`src/rtl/bsg_clkgate_ctrl_pkg.sv`:
```
// Shared types and helpers for the clock-gate idle-detect sequencer.
// Imported by the top controller.
package bsg_clkgate_ctrl_pkg;

  typedef enum logic [1:0] {
    eRun,
    eGated,
    eWake
  } bsg_clkgate_state_e;

  // Counter width that stays at least one bit for tiny parameters.
  function automatic int safe_clog2(input int x);
    return (x <= 1) ? 1 : $clog2(x);
  endfunction

endpackage

```
`src/rtl/bsg_clkgate_ctrl_sat_ctr.sv`:
```
// Saturating event counter; sticks at all-ones once reached.
// Asynchronous active-high reset.
module bsg_clkgate_ctrl_sat_ctr #(
  parameter int width_p = 16
) (
  input  logic               clk_i,
  input  logic               reset_i,
  input  logic               incr_i,
  output logic [width_p-1:0] count_o
);

  logic [width_p-1:0] count_r;
  logic               at_max;

  assign at_max  = &count_r;
  assign count_o = count_r;

  always_ff @(posedge clk_i or posedge reset_i) begin
    if (reset_i) begin
      count_r <= '0;
    end else if (incr_i && !at_max) begin
      count_r <= count_r + 1'b1;
    end
  end

endmodule

```
`src/rtl/bsg_clkgate_ctrl.sv`:
```
// Idle-detect sequencer driving one integrated clock-gate cell.
// Gates after a quiet streak, wakes on demand, then waits for settle.
module bsg_clkgate_ctrl
  import bsg_clkgate_ctrl_pkg::*;
#(
  parameter int num_req_p     = 4,
  parameter int idle_cycles_p = 16,
  parameter int wake_cycles_p = 2,
  parameter int stat_width_p  = 16
) (
  input  logic                    clk_i,
  input  logic                    reset_i,
  input  logic [num_req_p-1:0]    req_i,
  input  logic                    busy_i,
  input  logic                    force_on_i,
  output logic                    en_o,
  output logic                    bypass_o,
  output logic                    ready_o,
  output logic [stat_width_p-1:0] gate_events_o
);

  localparam int IdleW = safe_clog2(idle_cycles_p);
  localparam int WakeW = safe_clog2(wake_cycles_p);

  localparam logic [IdleW-1:0] IdleLast =
    IdleW'(idle_cycles_p - 1);
  localparam logic [WakeW-1:0] WakeLast =
    WakeW'(wake_cycles_p - 1);

  bsg_clkgate_state_e state_r, state_n;

  logic [IdleW-1:0] idle_cnt_r, idle_cnt_n;
  logic [WakeW-1:0] wake_cnt_r, wake_cnt_n;

  logic en_r, en_n;
  logic ready_r, ready_n;
  logic bypass_r;
  logic gate_evt;
  logic active;

  assign active = (|req_i) | busy_i | force_on_i;

  always_comb begin
    state_n    = state_r;
    idle_cnt_n = idle_cnt_r;
    wake_cnt_n = wake_cnt_r;
    en_n       = en_r;
    ready_n    = ready_r;
    gate_evt   = 1'b0;
    unique case (state_r)
      eRun: begin
        en_n    = 1'b1;
        ready_n = 1'b1;
        if (active) begin
          idle_cnt_n = '0;
        end else if (idle_cnt_r == IdleLast) begin
          state_n    = eGated;
          en_n       = 1'b0;
          ready_n    = 1'b0;
          idle_cnt_n = '0;
          gate_evt   = 1'b1;
        end else begin
          idle_cnt_n = idle_cnt_r + 1'b1;
        end
      end
      eGated: begin
        en_n    = 1'b0;
        ready_n = 1'b0;
        if (active) begin
          state_n    = eWake;
          en_n       = 1'b1;
          wake_cnt_n = '0;
        end
      end
      eWake: begin
        // activity is irrelevant here; a wake always completes
        en_n    = 1'b1;
        ready_n = 1'b0;
        if (wake_cnt_r == WakeLast) begin
          state_n    = eRun;
          ready_n    = 1'b1;
          idle_cnt_n = '0;
        end else begin
          wake_cnt_n = wake_cnt_r + 1'b1;
        end
      end
      default: begin
        state_n    = eRun;
        en_n       = 1'b1;
        ready_n    = 1'b1;
        idle_cnt_n = '0;
        wake_cnt_n = '0;
      end
    endcase
  end

  always_ff @(posedge clk_i or posedge reset_i) begin
    if (reset_i) begin
      state_r    <= eRun;
      idle_cnt_r <= '0;
      wake_cnt_r <= '0;
      en_r       <= 1'b1;
      ready_r    <= 1'b1;
      bypass_r   <= 1'b0;
    end else begin
      state_r    <= state_n;
      idle_cnt_r <= idle_cnt_n;
      wake_cnt_r <= wake_cnt_n;
      en_r       <= en_n;
      ready_r    <= ready_n;
      bypass_r   <= force_on_i;
    end
  end

  bsg_clkgate_ctrl_sat_ctr #(
    .width_p (stat_width_p)
  ) u_stat (
    .clk_i   (clk_i),
    .reset_i (reset_i),
    .incr_i  (gate_evt),
    .count_o (gate_events_o)
  );

  assign en_o     = en_r;
  assign ready_o  = ready_r;
  assign bypass_o = bypass_r;

endmodule
```
`config.mk`:
```
export PLATFORM = sky130hd
export DESIGN_NAME = bsg_clkgate_ctrl
export DESIGN_NICKNAME = d
export VERILOG_FILES = /design/src/rtl/bsg_clkgate_ctrl_pkg.sv /design/src/rtl/bsg_clkgate_ctrl_sat_ctr.sv /design/src/rtl/bsg_clkgate_ctrl.sv
export SDC_FILE = /design/constraint.sdc
export NUM_CORES = 1
export LEC_CHECK = 0
export CAP_MARGIN = 10
export CORE_ASPECT_RATIO = 0.75
export CORE_MARGIN = 3
export CORE_UTILIZATION = 30
export CTS_BUF_LIST = sky130_fd_sc_hd__clkbuf_2
export DETAILED_ROUTE_END_ITERATION = 10
export GPL_TIMING_DRIVEN = 0
export SKIP_CTS_REPAIR_TIMING = 1
export SYNTH_ARGS = -nofsm -noshare
export SYNTH_HDL_FRONTEND = slang
export SYNTH_SLANG_ARGS = --single-unit
```
`constraint.sdc`:
```
create_clock -name clk_i -period 2.03 [get_ports clk_i]
set_input_delay 0.3045 -clock clk_i [delete_from_list [all_inputs] [get_ports clk_i]]
set_output_delay 0.3045 -clock clk_i [all_outputs]
set_load 0.03 [all_outputs]
```
Word level (Yosys, flattened, before mapping)
Index checks and enable logic that the tools add are counted.
Word-level totals
  latch bits: 0
  output and inout bits: 19
  memories kept: 0
  word-level logic and storage cells: 50
  bits in read-only memories: 0
  flip-flop bits (word level): 26
  RAM bits: 0
Operators by class
  shift-type cells: 0
  reduce and logical (&&, ||, !) cells: 8
  magnitude comparators: 0
  $add $sub $neg: 3
  div/mod/pow operators: 0
  multiplexer cells: 21
  equality and inequality tests: 7
  multipliers: 0
  bitwise logic cells: 4
Operators with widths (count)
  adder 16 x 1 -> 16 bit (second input constant): 1
  AND reduction 16 bit: 1
  2-to-1 mux 4 bit: 3
  one-hot mux 4 bit (3 select lines): 1
  2-to-1 mux 1 bit: 9
  2-to-1 mux 2 bit: 4
  inequality test 2 bit (second input constant): 4
  one-hot mux 1 bit (3 select lines): 2
  one-hot mux 2 bit (3 select lines): 1
  adder 4 x 1 -> 4 bit (second input constant): 1
  equality test 4 bit (second input constant): 1
  AND reduction 2 bit: 2
  AND reduction 4 bit: 1
  OR reduction 4 bit: 1
  equality test 2 x 1 -> 1 bit (second input constant): 1
  equality test 2 bit (second input constant): 1
  zero test 2 bit: 1
  NOT 1 bit: 2
  bitwise OR 1 bit: 2
  one-hot mux 1 bit (2 select lines): 1
  adder 1 bit (second input constant): 1
  logical AND 1 bit: 1
  zero test 1 bit: 1

Depth between registers and ports, before layout
Gate-level depths: netlist of run 1.
  depth in word-level cells: 6
  gate-level depth with buffers: 7
  gate-level depth less buffers: 6

By module
A second synthesis of run 1 with hierarchy kept.
Unflattened totals
  cells, all modules: 123
  area total of the unflattened synthesis: 1310.0 µm²
By module, submodules not included
  bsg_clkgate_ctrl_sat_ctr: area each 798.3 µm², cells each 73, instances 1
  bsg_clkgate_ctrl: area each 511.7 µm², cells each 50, instances 1

Least setup slack after synthesis of run 1
OpenSTA, ideal clock, no wires.
  path type: reg-to-reg
  start point: register u_stat.count_r[0], in the netlist u_stat.count_o[0]
  end point: register u_stat.count_r[3], in the netlist u_stat.count_o[3]
  setup slack: 0.118 ns
  cell stages (with the launch flop): 8
  clock period less this slack: 1.912 ns
  setup time: 0.136 ns
  required time: 1.894 ns
  arrival time: 1.776 ns
  buffers on the path: 1
  cells stage by stage: dfrtp_1 ha_1 nand2_1 or2_2 o31a_4 buf_6 nand4_1 xnor2_1
On the way
  longest elaborated chain between the ends: 3
  elaborated cells on any way between the ends: 4
  those cells by class: 1 x add/sub; 3 x reduce/logical
RTL lines
  start: declaration: RTL line bsg_clkgate_ctrl_sat_ctr.sv:12  | logic [width_p-1:0] count_r;
  start signal: assignment: RTL line bsg_clkgate_ctrl_sat_ctr.sv:22  | count_r <= count_r + 1'b1;
  parallel branches: the longest is 3 deep, another holds adder 16 x 1 -> 16 bit
Several ways; the timed one is not identified.
A chain may end at the register's enable or synchronous reset.

Final worst setup path of run 1
  start point: input port req_i[1]
  end point: register u_stat.count_r[4], in the netlist u_stat.count_o[4]
On the way
  longest elaborated chain between the ends: 6
RTL lines
  start: declaration: RTL line bsg_clkgate_ctrl.sv:13  | input logic [num_req_p-1:0] req_i,
  OR reduction 4 bit: RTL line bsg_clkgate_ctrl.sv:41  | assign active = (|req_i) | busy_i | force_on_i;
  bitwise OR 1 bit (2 in series): RTL line bsg_clkgate_ctrl.sv:41
  2-to-1 mux 1 bit: RTL line bsg_clkgate_ctrl.sv:54  | if (active) begin
  2-to-1 mux 1 bit: RTL line bsg_clkgate_ctrl.sv:50  | unique case (state_r)
  logical AND 1 bit: RTL line bsg_clkgate_ctrl_sat_ctr.sv:21  | end else if (incr_i && !at_max) begin
Every way passes these cells.

==> run metrics, run 1 <==
Crit Path Category=in -> reg; Worst R2R Setup Slack=0.13 ns; Min Hold Slack=0.427 ns; syn avg cell area=10.6 um2; Yosys reg bits=26; hpwl dp=1.92 mm; Critical Path RT=2.29 ns; # rows=19; routability congestion estimate=0.797; PnR worst setup slack=0.117 ns; floorplan core area=0.00383 mm2; Root Driver=clkbuf_2; TritonCTS Buffers=3; Synth Area in Compound Gates=10.2%; TritonCTS clock tree=yes; first-pass GRT wire length=4.11 mm; Fmax=523 MHz; VDD IR max=334 uV; Finished Core Util=41.9%; ANT cells=0; CTS sink cnt=26; Layout Cells excl Fill=202; Final min period=1.91 ns; vias in the first global route=892; Pwr Total=0.741 mW; final worst-path cycle share=94.2%; worst min path class=in -> reg; drt drc=0; Rel. slew slack=34.5%; post-synth top area cell=dfrtp_1; largest cells by area after synthesis=dfrtp_1 48%, xnor2_1 7.7%, dfstp_2 4.2%, nand2_1 3.6%, nand4_1 3.0%; Iteration-0 DRC Markers=42; Post-synth top cells=24 x dfrtp_1, 12 x nand2_1, 11 x xnor2_1, 8 x nor2_1; PortBufs=26; Pleak=0.656 nW; Die Height=61.8 um; number of synthesized flops with an enable pin=0; Initial Util=32.5%; worst-path fanout max=10; gr ovfl total=0; Final nets=161; post-DR wirelength/cell=12.6 um; mux contribution to synthesized area=2.71%; total number of yosys warnings=0; main flop type after synthesis=dfrtp_1; layout cells sized above 1=10.7%; Max Cap Violations=0; gr usage total=10.7%; number of library cell types mapped by synthesis=36; cell area after synthesis=0.00124 mm2; CP startpoint kind=primary input; net count after synthesis=128; final setup skew=0.00101 ns; endpoint class of the critical path=flip-flop; die width=80.4 um; I/O pin total=27; antenna-violating nets left=0; total iterations of the first detailed-routing run=4; count of final hold-check violations=0; count leader, synth=dfrtp_1; Skew-Pair Late Insertion Delay=0.33 ns; Synth Area in Adders=2.01%; final WL=2.54 mm; pre-CTS setup slack=-0.284 ns; clock tree buffer depth=2; transition time of the tightest slew-check pin=0.982 ns; ys async rst share=100%; sequential area share after synthesis=52.5%; Power Dens Cells=461 mW/mm2; Syn Inst Count=118; Final Max Slew Viols=0; initial antenna violation count=0; post-synth top area share=48.2%; Area Overhead vs Synth=28.9%; RSZ-0062 raised after global routing=false; placed insts=196; vias per cell=4.88; DR vias=985; Clock transition at path regs=0.23 ns; critical path data arrival time=2.17 ns; H-tree Lvls=1; xor/xnor cell area share of the yosys netlist=8.44%; Final Setup Violations=0; outcome=finished, final reports clean; largest family of logic cells by synthesized area=simple AND/OR/NAND/NOR gates; largest net degree at the start of global routing=27; simple-gate area share of the yosys netlist=21.8%; DIE AREA=0.00497 mm2
## cell type report
type	instances	area, um2
Tap cell	52	65.1
Buffer	2	15.0
Inverter	4	15.0
Clock inverter	1	3.75
Timing Repair Buffer	28	275
Multi-Input combinational cell	86	562
Fill cell	360	2220
Sequential cell	26	654
Clock buffer	3	15.0
## where the power goes
group          internal (mW)  switching, mW
logic                 0.0151         0.0157
clock network         0.0428          0.146
registers              0.521       0.000534
total                  0.579          0.162
## state kept, by name, indices dropped and copies added (netlist names)
name	flops
idle_cnt_r	4
u_stat.count_o	16
ready_o	1
en_o	1
state_r	2
wake_cnt_r	1
bypass_o	1
## stage by stage
step / area [um2] / setup TNS (ns)
finish: 1610 / 0
floorplan: 1240 / 0
CTS: 1590 / 0
global route: 1610 / 0
detailed placement: 1570 / -4.05
global placement: 1570 / -3.56
## final timing paths
kind                                     from  cells after the start                 end
max reg2reg                 u_stat.count_o[0]                      7   u_stat.count_o[4]
min in group asynchronous             reset_i                      2   u_stat.count_o[8]
min reg2reg                u_stat.count_o[10]                      1  u_stat.count_o[10]
max                                  req_i[1]                      7   u_stat.count_o[4]
min                                force_on_i                      1            bypass_o
max in group asynchronous             reset_i                      2       idle_cnt_r[0]
## layout by cell type, fill, tap and decap left out, drive strengths merged
master / netlist / final
a21oi: 4 / 4
a22o: 1 / 1
a22oi: 2 / 2
a31oi: 2 / 2
and2: 2 / 2
and3: 3 / 3
and4: 2 / 2
and4b: 1 / 1
buf: 1 / 3
clkbuf: 1 / 4
clkdlybuf4s50: 0 / 26
clkinv: 0 / 1
dfrtp: 24 / 24
dfstp: 2 / 2
ha: 2 / 2
inv: 4 / 4
mux2: 3 / 3
nand2: 12 / 12
nand2b: 2 / 2
nand3: 6 / 6
nand3b: 1 / 1
nand4: 6 / 6
nor2: 9 / 9
nor2b: 1 / 1
nor3: 2 / 2
nor4: 1 / 1
o21a: 1 / 1
o21ai: 4 / 4
o22a: 1 / 1
o31a: 1 / 1
o31ai: 1 / 1
o32ai: 1 / 1
or2: 1 / 1
or3: 1 / 1
or4: 1 / 1
xnor2: 11 / 11
xor2: 1 / 1
## metal layers
metal	share of wire [%]	vias up	wire length, um	GRT usage, %
met2	46	20	1160	15.9
met5	0	-	0	0
met1	51	482	1300	15.6
met3	3.1	0	80	3.03
met4	0	0	0	2.17
li1	-	483	-	-
## cell families (layout without fill, tap and decap cells)
kind of cell             after synthesis  count (layout)
adder cells (fa/ha/maj)                2               2
AND/OR/NAND/NOR                       51              51
XOR/XNOR                              12              12
flip-flops                            26              26
buffers and inverters                  6              38
AO/OA/AOI/OAI                         18              18
multiplexers                           3               3
## worst max-delay path, cell delays in order
cell and delay [ns]:
clkdlybuf4s50_1 0.39, or4_1 0.52, and4b_2 0.35, o31a_4 0.19, buf_6 0.14, nand4_1 0.12
xnor2_1 0.15
Power figures use the tool's default switching activity.
==> run 2: changes to the inputs <==
- CAP_MARGIN: 10 -> default
- SETUP_SLACK_MARGIN: default -> 0.1
==> run metrics, run 2 (synthesis results as in run 1) <==
outcome=finished, final reports clean; H-tree Lvls=1 (unchanged); worst-path fanout max=10 (unchanged); Max Cap Violations=0 (unchanged); Final Max Slew Viols=0 (unchanged); TritonCTS Buffers=3 (unchanged); Clock transition at path regs=0.23 ns (about the same); vias in the first global route=892 (unchanged); vias per cell=4.81 (-1.3%); Final nets=164 (+1.9%); RSZ-0062 raised after global routing=true; final WL=2.59 mm (+2.1%); DIE AREA=0.00497 mm2 (unchanged); Final min period=1.89 ns (-0.0221 ns); CP startpoint kind=primary input; PortBufs=26 (unchanged); routability congestion estimate=0.797 (unchanged); ANT cells=0 (unchanged); commonest non-fill, non-tap cell in the layout=dfrtp_1; PnR worst setup slack=0.139 ns (+0.0221 ns); pre-CTS setup slack=-0.284 ns (unchanged); Finished Core Util=43.1% (+1.1 points); hpwl dp=1.92 mm (unchanged); Skew-Pair Late Insertion Delay=0.33 ns (about the same); Pwr Total=0.742 mW (+0.16%); DR vias=987 (+0.20%); Iteration-0 DRC Markers=41 (-2.4%); gr ovfl total=0 (unchanged); final setup skew=0.00478 ns (+0.00377 ns); Initial Util=32.5% (unchanged); final worst-path cycle share=93.1% (-1.1 points); gr usage total=10.7% (unchanged); Crit Path Category=in -> reg; initial antenna violation count=0 (unchanged); Min Hold Slack=0.425 ns (-0.00237 ns); CP max-delay cell=or4_1; Layout Cells excl Fill=205 (+1.5%); worst min path class=in -> reg; CTS sink cnt=26 (unchanged); CP bufs+invs=2 (unchanged); TritonCTS clock tree=yes; Area Overhead vs Synth=32.5%; antenna-violating nets left=0 (unchanged); Pleak=0.723 nW (+10%); Die Height=61.8 um (unchanged); layout cells sized above 1=13.7% (+3.1 points); crit path cell chain=clkdlybuf4s50_1 > or4_1 > and4b_2 > o31a_4 > buf_6 > nand4_1 > xnor2_1; CP top delay family=simple AND/OR/NAND/NOR gates; Fmax=529 MHz (+1.2%); floorplan core area=0.00383 mm2 (unchanged); endpoint class of the critical path=flip-flop; clock tree buffer depth=2 (unchanged); VDD IR max=334 uV (about the same); largest net degree at the start of global routing=27 (unchanged); placed insts=196 (unchanged); count of final hold-check violations=0 (unchanged); transition time of the tightest slew-check pin=0.981 ns (-0.000895 ns); max FFs per register=16 (unchanged); Rel. slew slack=34.5% (+0.060 points); Root Driver=clkbuf_2; commonest cells after routing, fill and taps aside=22 x dfrtp_1, 21 x clkdlybuf4s50_1, 12 x nand2_1; drt drc=0 (unchanged); post-DR wirelength/cell=12.7 um (+0.63%); die width=80.4 um (unchanged); Final Setup Violations=0 (unchanged); # rows=19 (unchanged); total iterations of the first detailed-routing run=4 (unchanged); Power Dens Cells=450 mW/mm2 (-2.5%); Critical Path RT=2.28 ns (about the same); Max stage delay on crit path=0.52 ns (about the same); first-pass GRT wire length=4.11 mm (unchanged); I/O pin total=27 (unchanged); critical path data arrival time=2.15 ns (-0.02 ns)
[run 2: power by group]
group | switching, mW | internal [mW] | total, mW | leakage [nW]
registers | 0.000534 | 0.521 | 0.521 | 0.351
clock network | 0.147 | 0.0428 | 0.190 | 0.0140
logic | 0.0158 | 0.0151 | 0.0309 | 0.358
[run 2: cell type report]
| class | count | area [um2] |
|---|---|---|
| fill | 355 | 2180 |
| inverter | 4 | 15.0 |
| multi-input combinational | 86 | 569 |
| timing repair buffer | 31 | 310 |
| clock inverter | 1 | 3.75 |
| tap | 52 | 65.1 |
| buffer | 2 | 15.0 |
| clock buffer | 3 | 15.0 |
| sequential | 26 | 656 |
[run 2: per-layer routing]
layer | track usage (%) | wire (um) | vias up
met2 | 15.9 | 1180 | 21
met4 | 2.17 | 0 | 0
met1 | 15.6 | 1310 | 476
met5 | 0 | 0 | -
met3 | 3.03 | 106 | 0
li1 | - | - | 490
[run 2: path summary, 6_finish.rpt]
path                               startpoint            endpoint  slack (ns)  cells after the start
hold reg to reg            u_stat.count_o[10]  u_stat.count_o[10]        0.52                      1
max in group asynchronous             reset_i   u_stat.count_o[0]        0.93                      2
setup / recovery                     req_i[1]   u_stat.count_o[3]        0.14                      7
hold / removal                     force_on_i            bypass_o        0.42                      1
setup reg to reg                idle_cnt_r[0]   u_stat.count_o[3]        0.17                      7
min in group asynchronous             reset_i       idle_cnt_r[2]        0.46                      2
[run 2: through the flow]
step | instance area [um2] | TNS, ns
2_1_floorplan | 1240 | 0
3_3_place_gp | 1570 | -3.56
3_5_place_dp | 1570 | -4.05
4_1_cts | 1590 | 0
5_1_grt | 1650 | 0
6_report | 1650 | 0
==> run 3: changes to the inputs <==
- CTS_CLUSTER_SIZE: default -> 16
==> results of run 3 <==
The final DEF is identical to that of run 2; final timing and power are the same.
